File: config.mk
export PLATFORM = sky130hd
export DESIGN_NAME = if_pc_bp_flat
export DESIGN_NICKNAME = d
export VERILOG_FILES = /design/src/rtl/if_pc_bp_pkg.sv /design/src/rtl/if_pc_bp_if.sv /design/src/rtl/if_pc_bp_btb.sv /design/src/rtl/if_pc_bp.sv /design/src/flat_wrapper.sv
export SDC_FILE = /design/constraint.sdc
export NUM_CORES = 1
export LEC_CHECK = 0
export CAP_MARGIN = 15
export CORE_ASPECT_RATIO = 0.8
export CORE_UTILIZATION = 50
export DETAILED_ROUTE_END_ITERATION = 8
export HOLD_SLACK_MARGIN = 0.05
export PLACE_DENSITY = 0.77
export SLEW_MARGIN = 10
export SYNTH_ARGS = -nofsm -noshare
export SYNTH_HDL_FRONTEND = slang
export SYNTH_SLANG_ARGS = --single-unit
File: constraint.sdc
create_clock -name clk -period 5.6 [get_ports clk]
set_input_delay 0.56 -clock clk [delete_from_list [all_inputs] [get_ports clk]]
set_output_delay 0.56 -clock clk [all_outputs]
set_load 0.005 [all_outputs]
File: src/rtl/if_pc_bp_pkg.sv
// Shared definitions for the if_pc_bp fetch PC generator and its BTB.
// Holds the address bus width, reset PC default, 2-bit counter encodings,
// stall constants, the BTB update request struct and the counter step helper.
package if_pc_bp_pkg;

  localparam int InstAddrBus = 32;

  typedef logic [InstAddrBus-1:0] inst_addr_t;

  localparam inst_addr_t RESET_PC_DEF = 32'h0000_0000;

  localparam logic Stall    = 1'b1;
  localparam logic NotStall = 1'b0;

  // 2-bit saturating direction counter
  typedef enum logic [1:0] {
    SNT = 2'b00,
    WNT = 2'b01,
    WT  = 2'b10,
    ST  = 2'b11
  } bp_cnt_e;

  // Resolution from EX, used to train the BTB
  typedef struct packed {
    logic       en;
    inst_addr_t pc;
    logic       taken;
    inst_addr_t target;
  } btb_upd_t;

  // Step a counter one notch towards the resolved direction, clamping at the ends.
  function automatic bp_cnt_e bp_sat(input bp_cnt_e c, input logic taken);
    bp_cnt_e r;
    r = c;
    if (taken && (c != ST))
      r = bp_cnt_e'(c + 2'd1);
    else if (!taken && (c != SNT))
      r = bp_cnt_e'(c - 2'd1);
    return r;
  endfunction

endpackage

File: src/rtl/if_pc_bp_if.sv
// Fetch-side bus of if_pc_bp.
//   ex_*  : branch resolution / misprediction redirect coming from EX
//   if_*  : fetch PC, ROM enable and prediction going to ROM and IF/ID
// slave  : the PC generator (consumes ex_*, drives if_*)
// master : the surrounding pipeline (drives ex_*, consumes if_*)
interface if_pc_bp_if;
  import if_pc_bp_pkg::*;

  logic       ex_update_i;
  inst_addr_t ex_pc_i;
  logic       ex_taken_i;
  inst_addr_t ex_target_i;
  logic       ex_mispredict_i;
  inst_addr_t ex_redirect_pc_i;

  logic       if_ce_o;
  inst_addr_t if_pc_o;
  logic       if_prediction_o;
  inst_addr_t if_prediction_pc_o;

  modport slave (
    input  ex_update_i, ex_pc_i, ex_taken_i, ex_target_i,
    input  ex_mispredict_i, ex_redirect_pc_i,
    output if_ce_o, if_pc_o, if_prediction_o, if_prediction_pc_o
  );

  modport master (
    output ex_update_i, ex_pc_i, ex_taken_i, ex_target_i,
    output ex_mispredict_i, ex_redirect_pc_i,
    input  if_ce_o, if_pc_o, if_prediction_o, if_prediction_pc_o
  );
endinterface

File: src/rtl/if_pc_bp_btb.sv
// Direct-mapped branch target buffer for if_pc_bp.
//   clk, rst   : clock, synchronous active-high reset
//   lk_pc      : lookup address (combinational read)
//   lk_hit     : entry valid and tag matches
//   lk_cnt     : direction counter of the indexed entry
//   lk_target  : stored target of the indexed entry
//   upd        : training request, written at the rising edge
// index = pc[IDX+1:2], tag = pc[31:IDX+2]. Reads see pre-update contents.
module if_pc_bp_btb
  import if_pc_bp_pkg::*;
#(
  parameter int ENTRIES = 16
) (
  input  logic       clk,
  input  logic       rst,
  input  inst_addr_t lk_pc,
  output logic       lk_hit,
  output bp_cnt_e    lk_cnt,
  output inst_addr_t lk_target,
  input  btb_upd_t   upd
);

  localparam int IDX  = $clog2(ENTRIES);
  localparam int TAGW = InstAddrBus - IDX - 2;

  logic [ENTRIES-1:0] valid_q;
  logic [TAGW-1:0]    tag_q [ENTRIES];
  inst_addr_t         tgt_q [ENTRIES];
  bp_cnt_e            cnt_q [ENTRIES];

  logic [IDX-1:0]  lk_idx, u_idx;
  logic [TAGW-1:0] lk_tag, u_tag;
  logic            u_hit;

  // Byte-offset bits never take part in indexing
  logic unused_lsb;
  assign unused_lsb = ^{lk_pc[1:0], upd.pc[1:0]};

  assign lk_idx    = lk_pc[IDX+1:2];
  assign lk_tag    = lk_pc[InstAddrBus-1:IDX+2];
  assign lk_hit    = valid_q[lk_idx] && (tag_q[lk_idx] == lk_tag);
  assign lk_cnt    = cnt_q[lk_idx];
  assign lk_target = tgt_q[lk_idx];

  assign u_idx = upd.pc[IDX+1:2];
  assign u_tag = upd.pc[InstAddrBus-1:IDX+2];
  assign u_hit = valid_q[u_idx] && (tag_q[u_idx] == u_tag);

  always_ff @(posedge clk) begin
    if (rst) begin
      valid_q <= '0;
      for (int i = 0; i < ENTRIES; i++) cnt_q[i] <= WNT;
    end else if (upd.en) begin
      if (u_hit) begin
        cnt_q[u_idx] <= bp_sat(cnt_q[u_idx], upd.taken);
        if (upd.taken) tgt_q[u_idx] <= upd.target;
      end else if (upd.taken) begin
        // Taken miss replaces whatever lived in this slot
        valid_q[u_idx] <= 1'b1;
        tag_q[u_idx]   <= u_tag;
        tgt_q[u_idx]   <= upd.target;
        cnt_q[u_idx]   <= WT;
      end
    end
  end

endmodule

File: src/rtl/if_pc_bp.sv
// Instruction-fetch PC generator with BTB-based next-PC prediction.
//   clk, rst  : clock, synchronous active-high reset
//   stall_i   : ctrl stall vector, bit 0 holds the PC
//   bus       : if_pc_bp_if.slave - EX resolution/redirect in, fetch PC,
//               ROM enable and prediction out
//   stat_updates_o / stat_mispredicts_o : event counters, present only when
//               IF_PC_BP_STATS_EN is defined
// Next PC: mispredict redirect > stall hold > predicted/sequential PC.
module if_pc_bp
  import if_pc_bp_pkg::*;
#(
  parameter int         BTB_ENTRIES = 16,
  parameter inst_addr_t RESET_PC    = RESET_PC_DEF
) (
  input  logic         clk,
  input  logic         rst,
  input  logic [5:0]   stall_i,
`ifdef IF_PC_BP_STATS_EN
  output logic [31:0]  stat_updates_o,
  output logic [31:0]  stat_mispredicts_o,
`endif
  if_pc_bp_if.slave    bus
);

  logic       ce_q;
  inst_addr_t pc_q, pc_nxt, pc_seq, pred_pc;
  logic       hit, pred;
  bp_cnt_e    cnt;
  inst_addr_t tgt;
  btb_upd_t   upd;

  logic unused_ok;
  assign unused_ok = ^{stall_i[5:1], cnt[0]};

  assign upd = '{en:     bus.ex_update_i,
                 pc:     bus.ex_pc_i,
                 taken:  bus.ex_taken_i,
                 target: bus.ex_target_i};

  if_pc_bp_btb #(.ENTRIES(BTB_ENTRIES)) u_btb (
    .clk       (clk),
    .rst       (rst),
    .lk_pc     (pc_q),
    .lk_hit    (hit),
    .lk_cnt    (cnt),
    .lk_target (tgt),
    .upd       (upd)
  );

  assign pc_seq  = pc_q + 32'd4;  // wraps naturally at 2^32
  assign pred    = ce_q && hit && cnt[1];
  assign pred_pc = pred ? tgt : pc_seq;

  always_comb begin
    pc_nxt = pred_pc;
    if (bus.ex_mispredict_i)
      pc_nxt = bus.ex_redirect_pc_i;
    else if (stall_i[0] == Stall)
      pc_nxt = pc_q;
  end

  // ce comes up one cycle after reset release; PC only moves while fetching
  always_ff @(posedge clk) begin
    if (rst) begin
      ce_q <= 1'b0;
      pc_q <= RESET_PC;
    end else begin
      ce_q <= 1'b1;
      if (ce_q) pc_q <= pc_nxt;
    end
  end

  assign bus.if_ce_o            = ce_q;
  assign bus.if_pc_o            = pc_q;
  assign bus.if_prediction_o    = pred;
  assign bus.if_prediction_pc_o = pred_pc;

`ifdef IF_PC_BP_STATS_EN
  always_ff @(posedge clk) begin
    if (rst) begin
      stat_updates_o     <= '0;
      stat_mispredicts_o <= '0;
    end else begin
      if (bus.ex_update_i)     stat_updates_o     <= stat_updates_o + 32'd1;
      if (bus.ex_mispredict_i) stat_mispredicts_o <= stat_mispredicts_o + 32'd1;
    end
  end
`endif

endmodule

File: src/flat_wrapper.sv
// flat-port wrapper written by rule: the top's interface ports become plain ports
module if_pc_bp_flat import if_pc_bp_pkg::*;
#(
  parameter int         BTB_ENTRIES = 16,
  parameter inst_addr_t RESET_PC    = RESET_PC_DEF
)
  (clk, rst, stall_i, bus_ex_update_i, bus_ex_pc_i, bus_ex_taken_i, bus_ex_target_i, bus_ex_mispredict_i, bus_ex_redirect_pc_i, bus_if_ce_o, bus_if_pc_o, bus_if_prediction_o, bus_if_prediction_pc_o);
  if_pc_bp_if bus_i ();
  input  logic clk;
  input  logic rst;
  input  logic [5:0] stall_i;
  input wire logic [$bits(bus_i.ex_update_i)-1:0] bus_ex_update_i;
  input wire logic [$bits(bus_i.ex_pc_i)-1:0] bus_ex_pc_i;
  input wire logic [$bits(bus_i.ex_taken_i)-1:0] bus_ex_taken_i;
  input wire logic [$bits(bus_i.ex_target_i)-1:0] bus_ex_target_i;
  input wire logic [$bits(bus_i.ex_mispredict_i)-1:0] bus_ex_mispredict_i;
  input wire logic [$bits(bus_i.ex_redirect_pc_i)-1:0] bus_ex_redirect_pc_i;
  output wire logic [$bits(bus_i.if_ce_o)-1:0] bus_if_ce_o;
  output wire logic [$bits(bus_i.if_pc_o)-1:0] bus_if_pc_o;
  output wire logic [$bits(bus_i.if_prediction_o)-1:0] bus_if_prediction_o;
  output wire logic [$bits(bus_i.if_prediction_pc_o)-1:0] bus_if_prediction_pc_o;
  assign bus_i.ex_update_i = bus_ex_update_i;
  assign bus_i.ex_pc_i = bus_ex_pc_i;
  assign bus_i.ex_taken_i = bus_ex_taken_i;
  assign bus_i.ex_target_i = bus_ex_target_i;
  assign bus_i.ex_mispredict_i = bus_ex_mispredict_i;
  assign bus_i.ex_redirect_pc_i = bus_ex_redirect_pc_i;
  assign bus_if_ce_o = bus_i.if_ce_o;
  assign bus_if_pc_o = bus_i.if_pc_o;
  assign bus_if_prediction_o = bus_i.if_prediction_o;
  assign bus_if_prediction_pc_o = bus_i.if_prediction_pc_o;
  if_pc_bp #(.BTB_ENTRIES(BTB_ENTRIES), .RESET_PC(RESET_PC)) u_core (.clk(clk), .rst(rst), .stall_i(stall_i), .bus(bus_i));
endmodule
==> out/qor.yml <==
clock_latency_ns: 0.67
fmax_mhz: 179
layout_commonest_cell: "edfxtp_1"
cp_max_fo: 34
cts.path.max_buffers: 3
place_congestion: 0.926
netlist_instances: 2232
vias: 25000
drive_gt1_frac: 0.302
cp_slowest_cell: "dfxtp_4"
synthTopCellsByArea: "edfxtp_1 65%, mux4_2 20%, dfxtp_1 2.4%"
hp-start: "u_core.u_btb.valid_q[14]"
synth-async-reset-ratio: 0
hp-class: "flop to flop"
htreeDepth: 3
vias_per_cell: 6.68
max_cap_viol_count: 0
synth_xor_area_frac: 0.0205
ys_seq_area_frac: 0.673
dp_slack_ns: 0.645
setup_ws_ns: 0.0284
ys_types: 64
setup_viol: 0
status: "complete, no violations"
die-area_um2: 90100
hold_depth: 1
synth_flop_cell: "edfxtp_1"
grt_max_degree: 100
yosys_warnings: 0
port_buffers: 165
syn_nets: 2342
root_buffer: "clkbuf_16"
ff2ff_path_depth: 10
holdWs_ns: 0.472
synth_area_per_cell_um2: 19.9
grt_pass1_wl_mm: 178
wl_per_cell_um: 33.3
synthToLayoutAreaGrowth_pct: 16.1
coreArea_um2: 87700
max_stage_delay_ns: 0.59
synth_top_area_cell: "edfxtp_1"
slew-limit-headroom: 0.263
first_pass_iters: 6
wirelength_mm: 125
end_kind: "output port"
r2r_slack_ns: 1.50
clk_pin_slew_ns: 0.06
synth-compound-area-share: 0.0273
dp_hpwl_mm: 75.8
antenna_found_initial: 9
min_to: "u_core.u_btb.valid_q[14]"
cp.required_ns: 5.04
syn_area_um2: 44400
fillers: 6069
path_cells: "mux4_2, xnor2_1, nand2_1, nor4_1, o211ai_1, a211oi_2, nand4_4, buf_12, mux2_4, clkdlybuf4s50_1"
power_leakage_nw: 16.5
start_util: 0.506
grt-ovfl-total: 0
final_cell_mix: "960 x edfxtp_1, 400 x mux4_2, 160 x clkdlybuf4s50_1"
start_kind: "flop"
fp.dieH_um: 269
synth-edff-count: 960
ir_worst_vdd_v: 0.000233
drtIter0Drc: 3840
power_density_nw_per_um2: 319
cp.arrival_ns: 5.01
rsz0062_at_grt: "false"
final.setup.tns_ns: 0
antenna_left: 0
synth_top_family_by_area: "multiplexers"
gr-usage-all-layers: 0.278
die_w_um: 335
rows: 97
drc_errors: 0
maxSlewViolCount: 0
cts-resized-gates: 0
first_global_vias: 25000
cts_tree: "yes"
synth-simple-area-share: 0.0332
post-route-period-util: 0.995
synth_top_area_share: 0.649
pin_count: 173
numCtsBuffers: 97
clock-sinks: 1013
synthAdderAreaFrac: 0.000845
finalCriticalPeriod_ns: 5.57
path_class: "flop to output port"
nNetsFinal: 2572
muxShareOfSynthArea: 0.228
report.final.hold_viol_count: 0
finalClockSkew_ns: 0.0238
worst_slew_pin_slew_ns: 1.10
synth_seq_cells: 1013
## stage by stage
stage                     utilization  cell area, um2  power [mW]  cells
after floorplan                     -           44400        9.44   2232
after global placement          0.551           48300        9.98   3547
after detailed placement        0.551           48300        10.0   3547
after CTS                       0.587           51500        16.5   3731
after global routing            0.588           51600        16.9   3738
final                           0.588           51600        16.5   3742
## area by class of cell
cell class                 instances  area [um2]  area share
inverter                          13        50.0    0.000970
antenna                            9        22.5    0.000436
timing repair buffer             287        3070      0.0596
sequential                      1013       29900       0.579
multi-input combinational       1050       13900       0.269
tap                             1188        1490      0.0288
clock buffer                     127        2640      0.0512
clock inverter                    55         541      0.0105
## cells by family after synthesis
group / Yosys count
AOI/OAI and AO/OA: 153
xor gates and xnor gates: 104
adders and majority gates: 3
buffers and inverters: 169
DFF: 1013
muxes: 497
and+or+nand+nor: 293
## sequential cells by signal, indices dropped and copies added (netlist names), named ones only
signal and flops:
u_core.u_btb.cnt_q 32, u_core.u_btb.tgt_q 512, u_core.bus.if_pc_o 32, u_core.u_btb.tag_q 416
u_core.u_btb.valid_q 16, u_core.bus.if_ce_o 1
## Yosys cell counts (13+ instances only)
cell      count
buf_1        32
clkbuf_1     74
xnor2_1      75
dfxtp_1      53
mux2_4       25
edfxtp_1    960
o21a_1       16
nand3_1      19
a21o_1       17
a21bo_1      25
buf_2        30
xor2_1       29
mux2i_1      52
mux4_2      400
a31oi_1      33
nand2_1      81
nor3_1       49
mux2_2       20
nand4_1      21
and2_1       32
nor2b_1      13
nor2_1       41
## critical path: cells and delay by family (launching register included)
family / cells / cell delay, ns
multiplexers: 2 / 0.96
flip-flops: 1 / 0.59
AO/OA/AOI/OAI: 2 / 0.58
buffers and inverters: 2 / 0.81
AND/OR/NAND/NOR: 3 / 0.85
XOR/XNOR: 1 / 0.53
## metal layers
layer | track usage | part of all wire | up-vias
li1 | - | - | 9828
met1 | 0.397 | 0.37 | 13000
met2 | 0.423 | 0.46 | 1925
met3 | 0.0754 | 0.14 | 235
met4 | 0.0840 | 0.027 | 6
met5 | 0 | 0.00029 | -
## worst max path at each step
stage / from / to / slack (ns) / cells past startpoint
3_5_place_dp: flop / bus_if_prediction_pc_o[24] / 0.64 / 10
4_1_cts: flop / bus_if_prediction_pc_o[24] / 0.003 / 11
5_1_grt: flop / bus_if_prediction_pc_o[24] / 0.02 / 10
2_1_floorplan: bus_ex_pc_i[3] / u_core.u_btb.tgt_q[11][0] / 0.96 / 6
3_3_place_gp: flop / bus_if_prediction_pc_o[24] / 0.66 / 10
6_report: flop / bus_if_prediction_pc_o[24] / 0.03 / 10
## power by group
group	total (mW)	internal [mW]	switching (mW)
Sequential	8.46	8.37	0.0941
Combinational	1.44	0.674	0.769
Clock	6.57	3.75	2.82
## repair_timing
item / CTS / global route
endpoints found under the hold margin: 0 / 0
buffers inserted: 2 / 2
setup endpoints to repair: 8 / 32
hold buffers: 0 / 0
(Power assumes the default switching activity.)
